$ cat src/rtl/alu_pkg.sv
// -----------------------------------------------------------------------------
// alu_pkg
// Shared types and constants for the sequential ALU:
//   alu_op_e    - 4-bit opcode encoding (1100-1111 are undefined)
//   alu_state_e - control FSM states
//   FLAG_*      - bit positions inside the 3-bit {overflow, negative, zero} flags
//   is_shift_op - helper that recognises the three iterative shift opcodes
// -----------------------------------------------------------------------------
package alu_pkg;

    localparam int OP_W      = 4;
    localparam int FLAG_W    = 3;
    localparam int FLAG_OVF  = 2;
    localparam int FLAG_NEG  = 1;
    localparam int FLAG_ZERO = 0;

    typedef enum logic [OP_W-1:0] {
        OP_ADD   = 4'b0000,
        OP_SUB   = 4'b0001,
        OP_AND   = 4'b0010,
        OP_OR    = 4'b0011,
        OP_XOR   = 4'b0100,
        OP_INC   = 4'b0101,
        OP_PASSA = 4'b0110,
        OP_PASSB = 4'b0111,
        OP_SHL   = 4'b1000,
        OP_SHR   = 4'b1001,
        OP_ASR   = 4'b1010,
        OP_MUL   = 4'b1011
    } alu_op_e;

    typedef enum logic [1:0] {
        IDLE = 2'd0,
        EXEC = 2'd1,
        DONE = 2'd2
    } alu_state_e;

    function automatic logic is_shift_op(input logic [OP_W-1:0] op);
        return (op == OP_SHL) || (op == OP_SHR) || (op == OP_ASR);
    endfunction

endpackage

$ cat src/rtl/alu_if.sv
// -----------------------------------------------------------------------------
// alu_if
// Operand/result bus of the sequential ALU.
//   in_valid/in_ready   - request handshake (operands a, b and opcode)
//   out_valid/out_ready - result handshake (out and {ovf, neg, zero} flags)
// Modports:
//   master - the producer/consumer side (register-file read / write-back)
//   slave  - the ALU side
// -----------------------------------------------------------------------------
interface alu_if
    import alu_pkg::*;
#(
    parameter int BW = 16
);
    logic              in_valid;
    logic              in_ready;
    logic [BW-1:0]     in_a;
    logic [BW-1:0]     in_b;
    logic [OP_W-1:0]   opcode;
    logic              out_valid;
    logic              out_ready;
    logic [BW-1:0]     out;
    logic [FLAG_W-1:0] flags;

    modport master (
        output in_valid, in_a, in_b, opcode, out_ready,
        input  in_ready, out_valid, out, flags
    );

    modport slave (
        input  in_valid, in_a, in_b, opcode, out_ready,
        output in_ready, out_valid, out, flags
    );
endinterface

$ cat src/rtl/alu_mc_unit.sv
// -----------------------------------------------------------------------------
// alu_mc_unit
// Iterative engine for the multi-cycle operations:
//   SHL/SHR/ASR - one bit per cycle, down-counter loaded with the amount
//   MUL         - BW shift-add iterations on a 2*BW accumulator
// Ports:
//   clk, rst    - clock, synchronous active-high reset
//   i_start     - load operands and begin (only asserted while idle)
//   i_op        - opcode (shift or MUL)
//   i_a, i_b    - operands; shift amount is i_b[SHAMT_W-1:0] (must be > 0)
//   o_done      - high in the last iteration cycle; o_result/o_overflow are
//                 then the final values and may be registered on that edge
//   o_result    - low BW bits of the result
//   o_overflow  - MUL only: upper BW bits of the product are non-zero
// -----------------------------------------------------------------------------
module alu_mc_unit
    import alu_pkg::*;
#(
    parameter int BW      = 16,
    parameter int SHAMT_W = $clog2(BW)
) (
    input  logic            clk,
    input  logic            rst,
    input  logic            i_start,
    input  logic [OP_W-1:0] i_op,
    input  logic [BW-1:0]   i_a,
    input  logic [BW-1:0]   i_b,
    output logic            o_done,
    output logic [BW-1:0]   o_result,
    output logic            o_overflow
);
    // One extra bit so the counter can hold BW for the multiplier.
    localparam int CNT_W = SHAMT_W + 1;

    logic              r_busy;
    logic [OP_W-1:0]   r_op;
    logic [CNT_W-1:0]  r_cnt;
    logic [BW-1:0]     r_data;   // shift operand, or multiplier for MUL
    logic [2*BW-1:0]   r_mcand;  // multiplicand, shifted left each step
    logic [2*BW-1:0]   r_acc;

    logic              w_is_mul;
    logic              w_last;
    logic [BW-1:0]     w_shift_next;
    logic [2*BW-1:0]   w_acc_next;

    assign w_is_mul = (r_op == OP_MUL);
    assign w_last   = r_busy && (r_cnt == CNT_W'(1));

    always_comb begin
        w_shift_next = r_data;
        case (r_op)
            OP_SHL:  w_shift_next = {r_data[BW-2:0], 1'b0};
            OP_SHR:  w_shift_next = {1'b0, r_data[BW-1:1]};
            OP_ASR:  w_shift_next = {r_data[BW-1], r_data[BW-1:1]};
            default: w_shift_next = r_data;
        endcase
    end

    assign w_acc_next = r_acc + (r_data[0] ? r_mcand : '0);

    // The final step is computed combinationally so the top can register the
    // result on the same edge the counter reaches zero.
    assign o_done     = w_last;
    assign o_result   = w_is_mul ? w_acc_next[BW-1:0] : w_shift_next;
    assign o_overflow = w_is_mul && (|w_acc_next[2*BW-1:BW]);

    always_ff @(posedge clk) begin
        if (rst) begin
            r_busy  <= 1'b0;
            r_op    <= '0;
            r_cnt   <= '0;
            r_data  <= '0;
            r_mcand <= '0;
            r_acc   <= '0;
        end else if (i_start) begin
            r_busy <= 1'b1;
            r_op   <= i_op;
            r_acc  <= '0;
            if (i_op == OP_MUL) begin
                r_cnt   <= CNT_W'(BW);
                r_data  <= i_b;
                r_mcand <= {{BW{1'b0}}, i_a};
            end else begin
                r_cnt   <= {1'b0, i_b[SHAMT_W-1:0]};
                r_data  <= i_a;
                r_mcand <= '0;
            end
        end else if (r_busy) begin
            r_cnt  <= r_cnt - CNT_W'(1);
            r_busy <= !w_last;
            if (w_is_mul) begin
                r_acc   <= w_acc_next;
                r_mcand <= {r_mcand[2*BW-2:0], 1'b0};
                r_data  <= {1'b0, r_data[BW-1:1]};
            end else begin
                r_data  <= w_shift_next;
            end
        end
    end

endmodule

$ cat src/rtl/alu_seq.sv
// -----------------------------------------------------------------------------
// alu_seq
// Clocked ALU between register-file read and write-back. Single-cycle ops
// (ADD/SUB/AND/OR/XOR/INC/PASS A/PASS B, shifts by 0, undefined opcodes)
// produce a result one cycle after acceptance; shifts by N>0 take N+1 cycles
// and MUL takes BW+1 cycles via alu_mc_unit.
// Ports:
//   clk  - clock, rising edge
//   rst  - synchronous active-high reset (aborts any operation in flight)
//   bus  - alu_if.slave: in_valid/in_ready/in_a/in_b/opcode,
//          out_valid/out_ready/out/flags ({overflow, negative, zero})
// -----------------------------------------------------------------------------
module alu_seq
    import alu_pkg::*;
#(
    parameter int BW      = 16,
    parameter int SHAMT_W = $clog2(BW)
) (
    input logic   clk,
    input logic   rst,
    alu_if.slave  bus
);
    alu_state_e        r_state;
    logic [BW-1:0]     r_out;
    logic [FLAG_W-1:0] r_flags;
    logic              r_out_valid;

    logic              w_accept;
    logic              w_go_mc;
    logic              w_mc_start;
    logic              w_mc_done;
    logic [BW-1:0]     w_mc_result;
    logic              w_mc_ovf;
    logic [BW-1:0]     w_sum;
    logic [BW-1:0]     w_diff;
    logic [BW-1:0]     w_inc;
    logic [BW-1:0]     w_sc_res;
    logic              w_sc_ovf;

    function automatic logic [FLAG_W-1:0] make_flags(input logic [BW-1:0] res,
                                                     input logic          ovf);
        logic [FLAG_W-1:0] f;
        f            = '0;
        f[FLAG_OVF]  = ovf;
        f[FLAG_NEG]  = res[BW-1];
        f[FLAG_ZERO] = (res == '0);
        return f;
    endfunction

    // Ready also while DONE is being drained, so a new op can follow with no bubble.
    assign bus.in_ready  = (r_state == IDLE) || ((r_state == DONE) && bus.out_ready);
    assign bus.out_valid = r_out_valid;
    assign bus.out       = r_out;
    assign bus.flags     = r_flags;

    assign w_accept   = bus.in_valid && bus.in_ready;
    assign w_go_mc    = (bus.opcode == OP_MUL) ||
                        (is_shift_op(bus.opcode) && (bus.in_b[SHAMT_W-1:0] != '0));
    assign w_mc_start = w_accept && w_go_mc;

    assign w_sum  = bus.in_a + bus.in_b;
    assign w_diff = bus.in_a - bus.in_b;
    assign w_inc  = bus.in_a + BW'(1);

    always_comb begin
        w_sc_res = '0;
        w_sc_ovf = 1'b0;
        case (bus.opcode)
            OP_ADD: begin
                w_sc_res = w_sum;
                w_sc_ovf = (bus.in_a[BW-1] == bus.in_b[BW-1]) &&
                           (w_sum[BW-1] != bus.in_a[BW-1]);
            end
            OP_SUB: begin
                w_sc_res = w_diff;
                w_sc_ovf = (bus.in_a[BW-1] != bus.in_b[BW-1]) &&
                           (w_diff[BW-1] != bus.in_a[BW-1]);
            end
            OP_AND:   w_sc_res = bus.in_a & bus.in_b;
            OP_OR:    w_sc_res = bus.in_a | bus.in_b;
            OP_XOR:   w_sc_res = bus.in_a ^ bus.in_b;
            OP_INC: begin
                w_sc_res = w_inc;
                w_sc_ovf = w_inc[BW-1] && !bus.in_a[BW-1];
            end
            OP_PASSA: w_sc_res = bus.in_a;
            OP_PASSB: w_sc_res = bus.in_b;
            // Shifts only take this path when the amount is zero.
            OP_SHL, OP_SHR, OP_ASR: w_sc_res = bus.in_a;
            default: begin
                w_sc_res = '0;
                w_sc_ovf = 1'b0;
            end
        endcase
    end

    alu_mc_unit #(
        .BW      (BW),
        .SHAMT_W (SHAMT_W)
    ) u_mc (
        .clk        (clk),
        .rst        (rst),
        .i_start    (w_mc_start),
        .i_op       (bus.opcode),
        .i_a        (bus.in_a),
        .i_b        (bus.in_b),
        .o_done     (w_mc_done),
        .o_result   (w_mc_result),
        .o_overflow (w_mc_ovf)
    );

    always_ff @(posedge clk) begin
        if (rst) begin
            r_state     <= IDLE;
            r_out       <= '0;
            r_flags     <= '0;
            r_out_valid <= 1'b0;
        end else begin
            case (r_state)
                IDLE, DONE: begin
                    if (w_accept) begin
                        if (w_go_mc) begin
                            r_state     <= EXEC;
                            r_out_valid <= 1'b0;
                        end else begin
                            r_state     <= DONE;
                            r_out_valid <= 1'b1;
                            r_out       <= w_sc_res;
                            r_flags     <= make_flags(w_sc_res, w_sc_ovf);
                        end
                    end else if ((r_state == DONE) && bus.out_ready) begin
                        r_state     <= IDLE;
                        r_out_valid <= 1'b0;
                    end
                end
                EXEC: begin
                    if (w_mc_done) begin
                        r_state     <= DONE;
                        r_out_valid <= 1'b1;
                        r_out       <= w_mc_result;
                        r_flags     <= make_flags(w_mc_result, w_mc_ovf);
                    end
                end
                default: begin
                    r_state     <= IDLE;
                    r_out_valid <= 1'b0;
                end
            endcase
        end
    end

endmodule

$ cat src/flat_wrapper.sv
// flat-port wrapper written by rule: the top's interface ports become plain ports
module alu_seq_flat import alu_pkg::*;
#(
    parameter int BW      = 16,
    parameter int SHAMT_W = $clog2(BW)
)
  (clk, rst, bus_in_valid, bus_in_a, bus_in_b, bus_opcode, bus_out_ready, bus_in_ready, bus_out_valid, bus_out, bus_flags);
  alu_if #(.BW(BW)) bus_i ();
  input logic clk;
  input logic rst;
  input wire logic [$bits(bus_i.in_valid)-1:0] bus_in_valid;
  input wire logic [$bits(bus_i.in_a)-1:0] bus_in_a;
  input wire logic [$bits(bus_i.in_b)-1:0] bus_in_b;
  input wire logic [$bits(bus_i.opcode)-1:0] bus_opcode;
  input wire logic [$bits(bus_i.out_ready)-1:0] bus_out_ready;
  output wire logic [$bits(bus_i.in_ready)-1:0] bus_in_ready;
  output wire logic [$bits(bus_i.out_valid)-1:0] bus_out_valid;
  output wire logic [$bits(bus_i.out)-1:0] bus_out;
  output wire logic [$bits(bus_i.flags)-1:0] bus_flags;
  assign bus_i.in_valid = bus_in_valid;
  assign bus_i.in_a = bus_in_a;
  assign bus_i.in_b = bus_in_b;
  assign bus_i.opcode = bus_opcode;
  assign bus_i.out_ready = bus_out_ready;
  assign bus_in_ready = bus_i.in_ready;
  assign bus_out_valid = bus_i.out_valid;
  assign bus_out = bus_i.out;
  assign bus_flags = bus_i.flags;
  alu_seq #(.BW(BW), .SHAMT_W(SHAMT_W)) u_core (.clk(clk), .rst(rst), .bus(bus_i));
endmodule
$ cat config.mk
export PLATFORM = sky130hd
export DESIGN_NAME = alu_seq_flat
export DESIGN_NICKNAME = d
export VERILOG_FILES = /design/src/rtl/alu_pkg.sv /design/src/rtl/alu_if.sv /design/src/rtl/alu_mc_unit.sv /design/src/rtl/alu_seq.sv /design/src/flat_wrapper.sv
export SDC_FILE = /design/constraint.sdc
export NUM_CORES = 1
export LEC_CHECK = 0
export ABC_AREA = 1
export CAP_MARGIN = 20
export CORE_MARGIN = 2
export CORE_UTILIZATION = 66
export CTS_CLUSTER_DIAMETER = 30
export DETAILED_ROUTE_END_ITERATION = 7
export DONT_BUFFER_PORTS = 1
export GPL_ROUTABILITY_DRIVEN = 0
export PLACE_DENSITY = 0.88
export SYNTH_ARGS = -nofsm -noshare
export SYNTH_HDL_FRONTEND = slang
export SYNTH_SLANG_ARGS = --single-unit
export TNS_END_PERCENT = 50
$ cat constraint.sdc
create_clock -name clk -period 3.5 [get_ports clk]
set_clock_uncertainty 0.2 [all_clocks]
set_input_delay 0.525 -clock clk [delete_from_list [all_inputs] [get_ports clk]]
set_output_delay 0.525 -clock clk [all_outputs]
set_load 0.005 [all_outputs]
==> reports/results.tsv <==
stage	metric	value	unit
outcome	status	complete, no violations	
global_route	gr usage total	0.404	
critical_path	Buf+Inv Stages, Crit Path	2	
finish	ratio of cells with drive above 1 in the final layout	0.0399	
critical_path	critical path class	reg2reg	
critical_path	crit path cell chain	buf_4, nand2_1, inv_1, fa_1, nand3_1, nand2_1, nand2_1, nand2_1, nand2_1, nand2_1, nand2_1, nand2_1, nand2_1, nand2_1, nor2_1, nand2_1, nor2_1, nand2_1, nand2_1, a21oi_1	
critical_path	startpoint class of the critical path	flop	
route	DRC violations left	0	
logic_synthesis	synth unique cells	43	
route	WL/cell	17.0	um
critical_path	crit-path leading delay family	simple AND/OR/NAND/NOR gates	
logic_synthesis	Ys Warns	0	
clocking	Clock Tree Root	clkbuf_16	
clocking	CTS max path bufs	2	
route	first-pass detailed-route iteration total	8	
logic_synthesis	ys flop type	dfxtp_1	
sta	setup TNS	0	ps
critical_path	Critical Path RT	3550	ps
clocking	clk_lat worst skew	370	ps
finish	Synth-to-Final Area Change	3.57	%
critical_path	max incr delay on CP	530	ps
critical_path	CP max stage cell	fa_1	
logic_synthesis	Post-Synthesis Net Count	2187	
sta	Final Hold Viols	0	
floorplanning	Die X	136	um
logic_synthesis	FFs w/ async S/R, synth	0	
floorplanning	IO Pins	61	
clocking	hold_buf cts	0	
global_route	first-pass GRT wire length	59.6	mm
clocking	Worst-path clk slew	80	ps
floorplanning	total die area	0.0186	sq mm
flow_run	max cap viols	0	
global_route	largest net degree at the start of global routing	38	
logic_synthesis	Mean Syn Cell Area	5.62	sq um
global_route	GRT overflow	0	
global_route	vias in the first global route	11900	
placed_design	HPWL Detailed	29.7	mm
logic_synthesis	Synth Cell Area	0.0116	sq mm
route	WL met1	15.1	mm
pwr	Peak VDD IR	288	uV
global_route	initial antenna violation count	0	
finish	Fillers	1522	
sta	unrepaired setup endpoints after global routing	false	
finish	n_diodes	0	
floorplanning	die height	136	um
sta	Worst Tran Pin Value	925	ps
route	Met3 Wirelength	6.46	mm
floorplanning	row cnt	48	
route	Vias/cell	6.12	
pwr	power per standard cell area	271	mW/mm^2
critical_path	Critical Path AT	3310	ps
floorplanning	core footprint	0.0172	sq mm
sta	Fin Hold WS	26.5	ps
sta	final worst path period need	3260	ps
sta	crit share post-route	0.932	
worst_hold_path	Hold WC Path Type	in2reg	
logic_synthesis	Post-synth EDFFs	0	
clocking	Post-CTS Resized	0	
logic_synthesis	post-synthesis sequential area ratio	0.191	
sta	Slew Limit Fails	0	
clocking	post-CTS setup buffer count	0	
route	iteration-0 DRC count of the detailed router	2122	
route	final wirelength	38.2	mm
sta	fmax	0.307	GHz
critical_path	CP endpoint kind	flop	
clocking	H-tree levels	3	
clocking	TritonCTS clock tree	built	
route	Met2 Wirelength	15.3	mm
route	Final ANT Viol Nets	0	
pwr	Lkg Pwr	6.36	nW
critical_path	Crit Path Max Fanout	21	
clocking	clk sink count	110	
clocking	TritonCTS Buffers	9	
logic_synthesis	Seq cells post-synth	110	
floorplanning	Starting Density	0.671	
route	Top Metal Used	met4	
logic_synthesis	Mapped Cells	2058	
sta	Slew HR	0.383	
sta	Final setup viols	0	
critical_path	Most common cell on crit path	nand2_1	
route	via count	13800	
finish	fin nets	2153	
placed_design	PortBufs	0	
-- cells in the mapped netlist, types with 9 or more instances --
cell | number | area, sq um
nand2_1 | 657 | 2470
inv_1 | 319 | 1200
nor2_1 | 193 | 724
nand3_1 | 164 | 821
a21oi_1 | 157 | 786
dfxtp_1 | 110 | 2200
o21ai_0 | 106 | 531
ha_1 | 86 | 1080
clkbuf_1 | 31 | 116
nand4_1 | 27 | 169
buf_2 | 25 | 125
o21bai_1 | 22 | 165
a22oi_1 | 17 | 128
o211ai_1 | 16 | 120
nor2_2 | 15 | 93.8
nand3b_1 | 13 | 97.6
o221ai_1 | 13 | 114
inv_2 | 9 | 33.8
-- flip-flops by register name, indices dropped and copies added (netlist names) --
signal	cells
u_core.u_mc.r_busy	1
u_core.u_mc.r_op	4
u_core.bus.flags	3
u_core.r_state	2
u_core.u_mc.r_mcand	32
u_core.u_mc.r_data	16
u_core.bus.out	15
u_core.u_mc.r_acc	32
u_core.u_mc.r_cnt	5
-- path summary, 6_finish.rpt --
kind                                          to                          startpoint  cells past startpoint  slack, ps
max             u_core.bus.flags[2]$_SDFFE_PP0P_  u_core.u_mc.r_data[0]$_SDFFE_PP0P_                     20        240
min          u_core.u_mc.r_mcand[0]$_SDFFE_PP0P_                                 rst                      1         30
max reg2reg     u_core.bus.flags[2]$_SDFFE_PP0P_  u_core.u_mc.r_data[0]$_SDFFE_PP0P_                     20        240
min reg2reg    u_core.u_mc.r_acc[3]$_SDFFE_PP0P_   u_core.u_mc.r_acc[3]$_SDFFE_PP0P_                      2        270
-- power breakdown --
| group | switching (mW) | internal [mW] |
|---|---|---|
| registers | 0.0632 | 1.31 |
| logic | 0.592 | 0.261 |
| clock network | 0.519 | 0.494 |
-- cell type report --
type | count | area (sq um) | area share
Clock inverter | 6 | 55.1 | 0.00460
Tap cell | 225 | 282 | 0.0235
Multi-Input combinational cell | 1550 | 7790 | 0.651
Inverter | 330 | 1240 | 0.103
Timing Repair Buffer | 23 | 173 | 0.0144
Sequential cell | 110 | 2200 | 0.184
Clock buffer | 9 | 225 | 0.0188
-- metal layers --
layer,GRT usage,vias to the layer above
li1,-,6490
met1,0.571,6120
met2,0.588,1056
met3,0.120,130
met4,0.123,0
met5,0,-
-- stage by stage --
step,instances,utilization,area (sq um),total power [mW],setup WS (ps)
3_3_place_gp,2238,0.678,11700,2.19,541
2_1_floorplan,2058,-,11600,2.00,720
4_1_cts,2253,0.694,12000,3.20,354
5_1_grt,2253,0.694,12000,3.36,91.6
6_report,2253,0.694,12000,3.24,238
3_5_place_dp,2238,0.678,11700,2.20,444
-- worst reg2reg max path, stage by stage, from the launching register on --
cell and delay [ps]:
dfxtp_1 330, buf_4 200, nand2_1 70, inv_1 70
fa_1 530, nand3_1 160, nand2_1 180, nand2_1 130
nand2_1 110, nand2_1 100, nand2_1 130, nand2_1 140
nand2_1 60, nand2_1 50, nand2_1 60, nor2_1 120
nand2_1 80, nor2_1 150, nand2_1 150, nand2_1 90
a21oi_1 50
-- kinds of logic after synthesis --
| family | after synthesis | synth area share |
|---|---|---|
| AOI/OAI and AO/OA | 354 | 0.173 |
| xor gates and xnor gates | 9 | 0.00682 |
| adders and majority gates | 89 | 0.0983 |
| buffers and inverters | 398 | 0.136 |
| DFF | 110 | 0.191 |
| and+or+nand+nor | 1098 | 0.396 |
-- placed cells by master, fill, tap and decap left out, types with 2 or more instances in the layout --
master,count
nand2_1,657
inv_1,319
nor2_1,192
nand3_1,164
a21oi_1,157
dfxtp_1,110
o21ai_0,106
ha_1,86
nand4_1,27
buf_4,23
o21bai_1,22
a22oi_1,17
o211ai_1,16
nor2_2,15
nand3b_1,13
o221ai_1,13
inv_2,9
clkbuf_16,9
nand2_2,8
nor3_1,8
a31oi_1,7
xor2_1,5
o22ai_1,5
xnor2_1,4
o21ai_1,4
nor2_4,3
nand2_4,3
and3_1,3
fa_1,3
clkinv_4,3
and2_1,2
a21o_1,2
a21oi_2,2
clkinv_1,2
inv_6,2
(Power assumes the default switching activity.)
